File: src/rtl/matrix_loader.sv
// Streams dimension and element beats into two operand matrices for a multiplier.
// Optional C1 == R2 dimension compatibility check: define LOADER_DIM_CHECK_EN.
module matrix_loader #(
  parameter int DATA_W    = 4,
  parameter int ELEM_W    = 32,
  parameter int MAX_ELEMS = 8,
  parameter int DIM_W     = 4,
  localparam int AW       = (MAX_ELEMS > 1) ? $clog2(MAX_ELEMS) : 1
) (
  input  logic              CLK,
  input  logic              RST,
  input  logic [DATA_W-1:0] data_in,
  input  logic              valid_in,
  input  logic [1:0]        ctrl,
  input  logic              start,
  output logic [DIM_W-1:0]  R1,
  output logic [DIM_W-1:0]  C1,
  output logic [DIM_W-1:0]  R2,
  output logic [DIM_W-1:0]  C2,
  output logic              ready,
  output logic              err,
  input  logic              rd_sel,
  input  logic [AW-1:0]     rd_addr,
  output logic [ELEM_W-1:0] rd_data
);
  localparam int BEATS = ELEM_W / DATA_W;
  localparam int BW    = (BEATS > 1) ? $clog2(BEATS) : 1;
  localparam int PW    = 2 * DIM_W;

  localparam logic [2:0] S_IDLE   = 3'd0;
  localparam logic [2:0] S_DIMS   = 3'd1;
  localparam logic [2:0] S_LOAD_A = 3'd2;
  localparam logic [2:0] S_LOAD_B = 3'd3;
  localparam logic [2:0] S_READY  = 3'd4;
  localparam logic [2:0] S_ERROR  = 3'd5;

  logic [2:0]        r_state;
  logic [DIM_W-1:0]  r_r1, r_c1, r_r2, r_c2;
  logic [PW-1:0]     r_na, r_nb;
  logic [PW-1:0]     r_elem;
  logic [BW-1:0]     r_beat;
  logic [1:0]        r_didx;
  logic [ELEM_W-1:0] r_acc;
  logic [ELEM_W-1:0] r_mem_a [MAX_ELEMS];
  logic [ELEM_W-1:0] r_mem_b [MAX_ELEMS];

  logic              w_clr, w_data, w_dimb, w_last_beat, w_last_elem_a, w_last_elem_b;
  logic              w_bad, w_mismatch, w_we_a, w_we_b;
  logic [DIM_W-1:0]  w_dim;
  logic [PW-1:0]     w_prod_a, w_prod_b;
  logic [ELEM_W-1:0] w_elem;

  assign w_clr  = valid_in && (ctrl == 2'd2);
  assign w_data = valid_in && (ctrl == 2'd0);
  assign w_dimb = valid_in && (ctrl == 2'd1);
  assign w_dim  = data_in[DIM_W-1:0];

  // Products at full 2*DIM_W width; the B product uses C2 as it arrives.
  assign w_prod_a = PW'(r_r1) * PW'(r_c1);
  assign w_prod_b = PW'(r_r2) * PW'(w_dim);

`ifdef LOADER_DIM_CHECK_EN
  assign w_mismatch = (r_c1 != r_r2);
`else
  assign w_mismatch = 1'b0;
`endif

  assign w_bad = (r_r1 == '0) || (r_c1 == '0) || (r_r2 == '0) || (w_dim == '0) ||
                 (int'(w_prod_a) > MAX_ELEMS) || (int'(w_prod_b) > MAX_ELEMS) || w_mismatch;

  // Current beat lands in its slot, least significant beat first.
  always_comb begin
    w_elem = r_acc;
    w_elem[r_beat*DATA_W +: DATA_W] = data_in;
  end

  assign w_last_beat   = (r_beat == BW'(BEATS - 1));
  assign w_last_elem_a = (r_elem == r_na - PW'(1));
  assign w_last_elem_b = (r_elem == r_nb - PW'(1));
  assign w_we_a = !RST && (r_state == S_LOAD_A) && w_data && w_last_beat;
  assign w_we_b = !RST && (r_state == S_LOAD_B) && w_data && w_last_beat;

  always_ff @(posedge CLK) begin
    if (RST) begin
      r_state <= S_IDLE;
      r_r1    <= '0;
      r_c1    <= '0;
      r_r2    <= '0;
      r_c2    <= '0;
      r_na    <= '0;
      r_nb    <= '0;
      r_elem  <= '0;
      r_beat  <= '0;
      r_didx  <= '0;
      r_acc   <= '0;
    end else if (w_clr) begin
      r_state <= S_IDLE;
      r_elem  <= '0;
      r_beat  <= '0;
      r_didx  <= '0;
    end else begin
      case (r_state)
        S_IDLE: begin
          if (w_dimb) begin
            r_r1    <= w_dim;
            r_didx  <= '0;
            r_state <= S_DIMS;
          end else if (w_data) begin
            r_state <= S_ERROR;
          end
        end
        S_DIMS: begin
          if (w_dimb) begin
            r_didx <= r_didx + 2'd1;
            case (r_didx)
              2'd0:    r_c1 <= w_dim;
              2'd1:    r_r2 <= w_dim;
              default: begin
                r_c2    <= w_dim;
                r_na    <= w_prod_a;
                r_nb    <= w_prod_b;
                r_elem  <= '0;
                r_beat  <= '0;
                r_state <= w_bad ? S_ERROR : S_LOAD_A;
              end
            endcase
          end else if (w_data) begin
            r_state <= S_ERROR;
          end
        end
        S_LOAD_A, S_LOAD_B: begin
          if (w_dimb) begin
            r_state <= S_ERROR;
          end else if (w_data) begin
            if (w_last_beat) begin
              r_beat <= '0;
              if ((r_state == S_LOAD_A) ? w_last_elem_a : w_last_elem_b) begin
                r_elem  <= '0;
                r_state <= (r_state == S_LOAD_A) ? S_LOAD_B : S_READY;
              end else begin
                r_elem <= r_elem + PW'(1);
              end
            end else begin
              r_beat <= r_beat + BW'(1);
              r_acc  <= w_elem;
            end
          end
        end
        S_READY: if (start) r_state <= S_IDLE;
        S_ERROR: ;
        default: r_state <= S_IDLE;
      endcase
    end
  end

  // Element storage is deliberately never reset.
  always_ff @(posedge CLK) begin
    if (w_we_a) r_mem_a[AW'(r_elem)] <= w_elem;
    if (w_we_b) r_mem_b[AW'(r_elem)] <= w_elem;
  end

  assign rd_data = rd_sel ? r_mem_b[rd_addr] : r_mem_a[rd_addr];
  assign R1      = r_r1;
  assign C1      = r_c1;
  assign R2      = r_r2;
  assign C2      = r_c2;
  assign ready   = (r_state == S_READY);
  assign err     = (r_state == S_ERROR);
endmodule

File: config.mk
export PLATFORM = sky130hd
export DESIGN_NAME = matrix_loader
export DESIGN_NICKNAME = d
export VERILOG_FILES = /design/src/rtl/matrix_loader.sv
export SDC_FILE = /design/constraint.sdc
export NUM_CORES = 1
export LEC_CHECK = 0
export BUFFER_PORTS_ARGS = -buffer_cell sky130_fd_sc_hd__buf_4
export CAP_MARGIN = 20
export CORE_MARGIN = 3
export CORE_UTILIZATION = 45
export DETAILED_ROUTE_END_ITERATION = 16
export PLACE_DENSITY = 0.61
export SLEW_MARGIN = 10
export SYNTH_ARGS = -nofsm -noshare
export SYNTH_HDL_FRONTEND = slang
export SYNTH_SLANG_ARGS = --single-unit
File: constraint.sdc
create_clock -name CLK -period 7.1 [get_ports CLK]
set_input_delay 2.13 -clock CLK [delete_from_list [all_inputs] [get_ports CLK]]
set_output_delay 2.13 -clock CLK [all_outputs]
set_load 0.1 [all_outputs]
==> run metrics <==
Pleak=~8.6 nW; number of stages on the worst setup path=5; total gr overflow=0; number of synthesized flops with an enable pin=512; initial antenna violation count=1; DR vias/cell=between 5 and 6; Synthesis Warnings=0; worst-margin pin slew=1.06 ns; First-pass DRT Iterations=5; Routed WL=about 55 mm; die area=~57000 sq um; Die Span Y=between 200 and 250 microns; die width=roughly 240 microns; r2r worst-path depth=12; reg-to-reg setup timing slack=3.10 ns; endpoints failing setup=0; crit-path max FO=50; max-slew violation total from the final report=0; Critical Path Source=rd_addr[0]; r2r endpoint=r_state[1]; CP Capture Point=rd_data[28]; GPL Wtd Cong=0.837; clk buf depth=3; worst vdd ir=around 0.00017 V; Routed Antenna Nets=0; setup bufs post-CTS=0; sequential fraction of the synthesis area=69.4%; CP max stage delay=~0.56 ns; Post-synth top flop=edfxtp_1; I/O pin total=64; net switching power=~1.4 mW; crit start category=input port; Routed WL per cell=approximately 25 microns; setup TNS=0 ns; Max stage delay cell, worst path=mux4_2; Mapped Area=about 24000 sq um; final worst path period share=86.9%; Port Buf Inserts=63; # DRC=0; Place WS=0.923 ns; Worst-Skew Late Latency=0.63 ns; Final Hold Fails=0; Yosys top cell by area=edfxtp_1; Synth area leaders=edfxtp_1 (63%), mux4_2 (15%), dfxtp_1 (6.5%), mux2i_1 (2.0%), ha_1 (1.6%); CP endpoint kind=output pin; PD cells=250 nW/um^2; crit-path cells=clkbuf_8, buf_12, mux4_2, mux4_2, buf_4; Reg clk slew, reported paths=about 0.06 ns; TritonCTS Buffers=60; CTS resizes=0; share of cells above drive strength 1=26.3%; pin count of the biggest net entering global routing=71; Total GRT Usage=between 10% and 20%; Hold Buf Count CTS=0; switch share=just over 20%; relative slew slack=29.2%; Final Cell Area=about 28000 sq um; nets@finish=1512; combinational power share=approximately 2.7%; hold crit path type=reg2reg; status=completed; cells after synthesis=between 1000 and 1500; crit-path leading delay family=multiplexers; Yosys reg bits=between 500 and 600; Reg power frac=between 50% and 60%; post-synth top area share=between 60% and 70%; first-pass GRT wire length=~84 mm; Worst Path Buf+Inv=3; Clock power frac=between 40% and 50%; Layout area overhead=14.1%; total internal power=~5.5 mW; total number of vias=around 13000; synthesized area per cell=17.9 sq um; crit path DAT=between 4 and 5 ns; most frequent cells in the layout=edfxtp_1 (512), mux4_2 (160), buf_4 (95); share of flip-flops with an asynchronous set or reset=0%; Period minus WS final=slightly above 6 ns; Fmax=between 150 and 200 MHz; most common cell after layout, fill and taps aside=edfxtp_1; Max Cap Violations=0; initial DRC count=roughly 1000; CTS tree=built; FP Rows=84; core area=between 50000 and 60000 sq um; Critical Path RT=roughly 5 ns; clock root cell=clkbuf_16; reg-to-reg startpoint=R2[0]; Area after DPL=~26000 sq um; HPWL after detailed placement=approximately 31 mm; H-tree levels=2; Starting Density=a little under half; clock skew=just under 0.03 ns; count of different cell masters after synthesis=a little over 60; Sink Count=approximately 590; crit-path most repeated cell=mux4_2; RSZ-0062 raised after global routing=no; PnR worst setup slack=0.929 ns; Syn Nets=between 1000 and 1500; WS Path Type=in2out; vias in the first global route=between 10000 and 15000
==> layer usage <==
metal	up-vias	routed length (microns)	track usage (%)
met5	-	0	0
met4	0	1610	6.54
met3	103	2910	2.95
met2	404	27100	32.1
met1	6690	23800	27.9
li1	5621	-	-
==> worst reg2reg max path, delay by kind of cell (launching register included) <==
kind | cells | cell delay (ns)
XOR/XNOR | 1 | 0.24
AND/OR/NAND/NOR | 4 | 0.88
adder cells (fa/ha/maj) | 3 | 1.54
AO/OA/AOI/OAI | 3 | 0.61
flip-flops | 1 | 0.59
buffers and inverters | 1 | 0.07
==> worst min path at each step <==
stage | from | to | slack [ns] | cells after the start
4_1_cts | r_didx[1] | r_didx[1] | 0.46 | 2
3_3_place_gp | r_didx[1] | r_didx[1] | 0.44 | 2
3_5_place_dp | r_didx[1] | r_didx[1] | 0.45 | 2
5_1_grt | r_na[7] | r_na[7] | 0.49 | 2
2_1_floorplan | r_didx[1] | r_didx[1] | 0.43 | 2
6_report | r_didx[1] | r_didx[1] | 0.45 | 2
==> layout make-up <==
class / count / area, sq um
fill: 4176 / 25300
sequential: 592 / 17000
clock buffer: 70 / 1540
tap: 688 / 861
antenna: 1 / 2.50
timing repair buffer: 103 / 867
multi-input combinational: 683 / 7260
clock inverter: 41 / 353
inverter: 18 / 67.6
==> metrics by stage <==
stage	std cells	hold slack [ns]	power, mW	util [%]
2_1_floorplan	1364	0.432	3.95	-
3_5_place_dp	2084	0.448	4.01	49.0
4_1_cts	2195	0.455	7.04	52.5
6_report	2196	0.453	6.97	52.5
5_1_grt	2196	0.488	7.20	52.5
3_3_place_gp	2083	0.439	4.01	48.9
==> state kept, by name, summed over array words and instances, names as in the netlist <==
signal / count
r_nb: 8
R2: 4
r_na: 8
r_mem_a: 256
r_didx: 2
r_state: 3
r_beat: 3
r_mem_b: 256
C1: 4
r_acc: 32
r_elem: 8
R1: 4
C2: 4
==> power by group through the flow <==
stage               logic [mW]  registers, mW  clock network [mW]
finish                   0.191           3.74                3.04
global route             0.204           3.74                3.26
CTS                      0.195           3.74                3.11
detailed placement       0.195           3.81                   0
global placement         0.194           3.81                   0
floorplan                0.139           3.81                   0
==> cells in the mapped netlist (all sizes together) (19+ instances only) <==
master and n:
edfxtp 512, mux4 160, nor2 90, nand2 85
dfxtp 80, clkbuf 51, mux2i 49, a21oi 36
and2 33, ha 32, mux2 25, buf 20
nor3 19
==> cell families (layout without fill, tap and decap cells) <==
logic type,Yosys count,in the layout,share of synthesized area [%]
flip-flops,592,592,69.4
AND/OR/NAND/NOR,292,292,5.76
other,0,1,0
XOR/XNOR,16,16,0.573
adder cells (fa/ha/maj),40,40,2.29
AO/OA/AOI/OAI,101,101,2.68
buffers and inverters,89,232,1.44
multiplexers,234,234,17.9
Power figures use the tool's default switching activity.
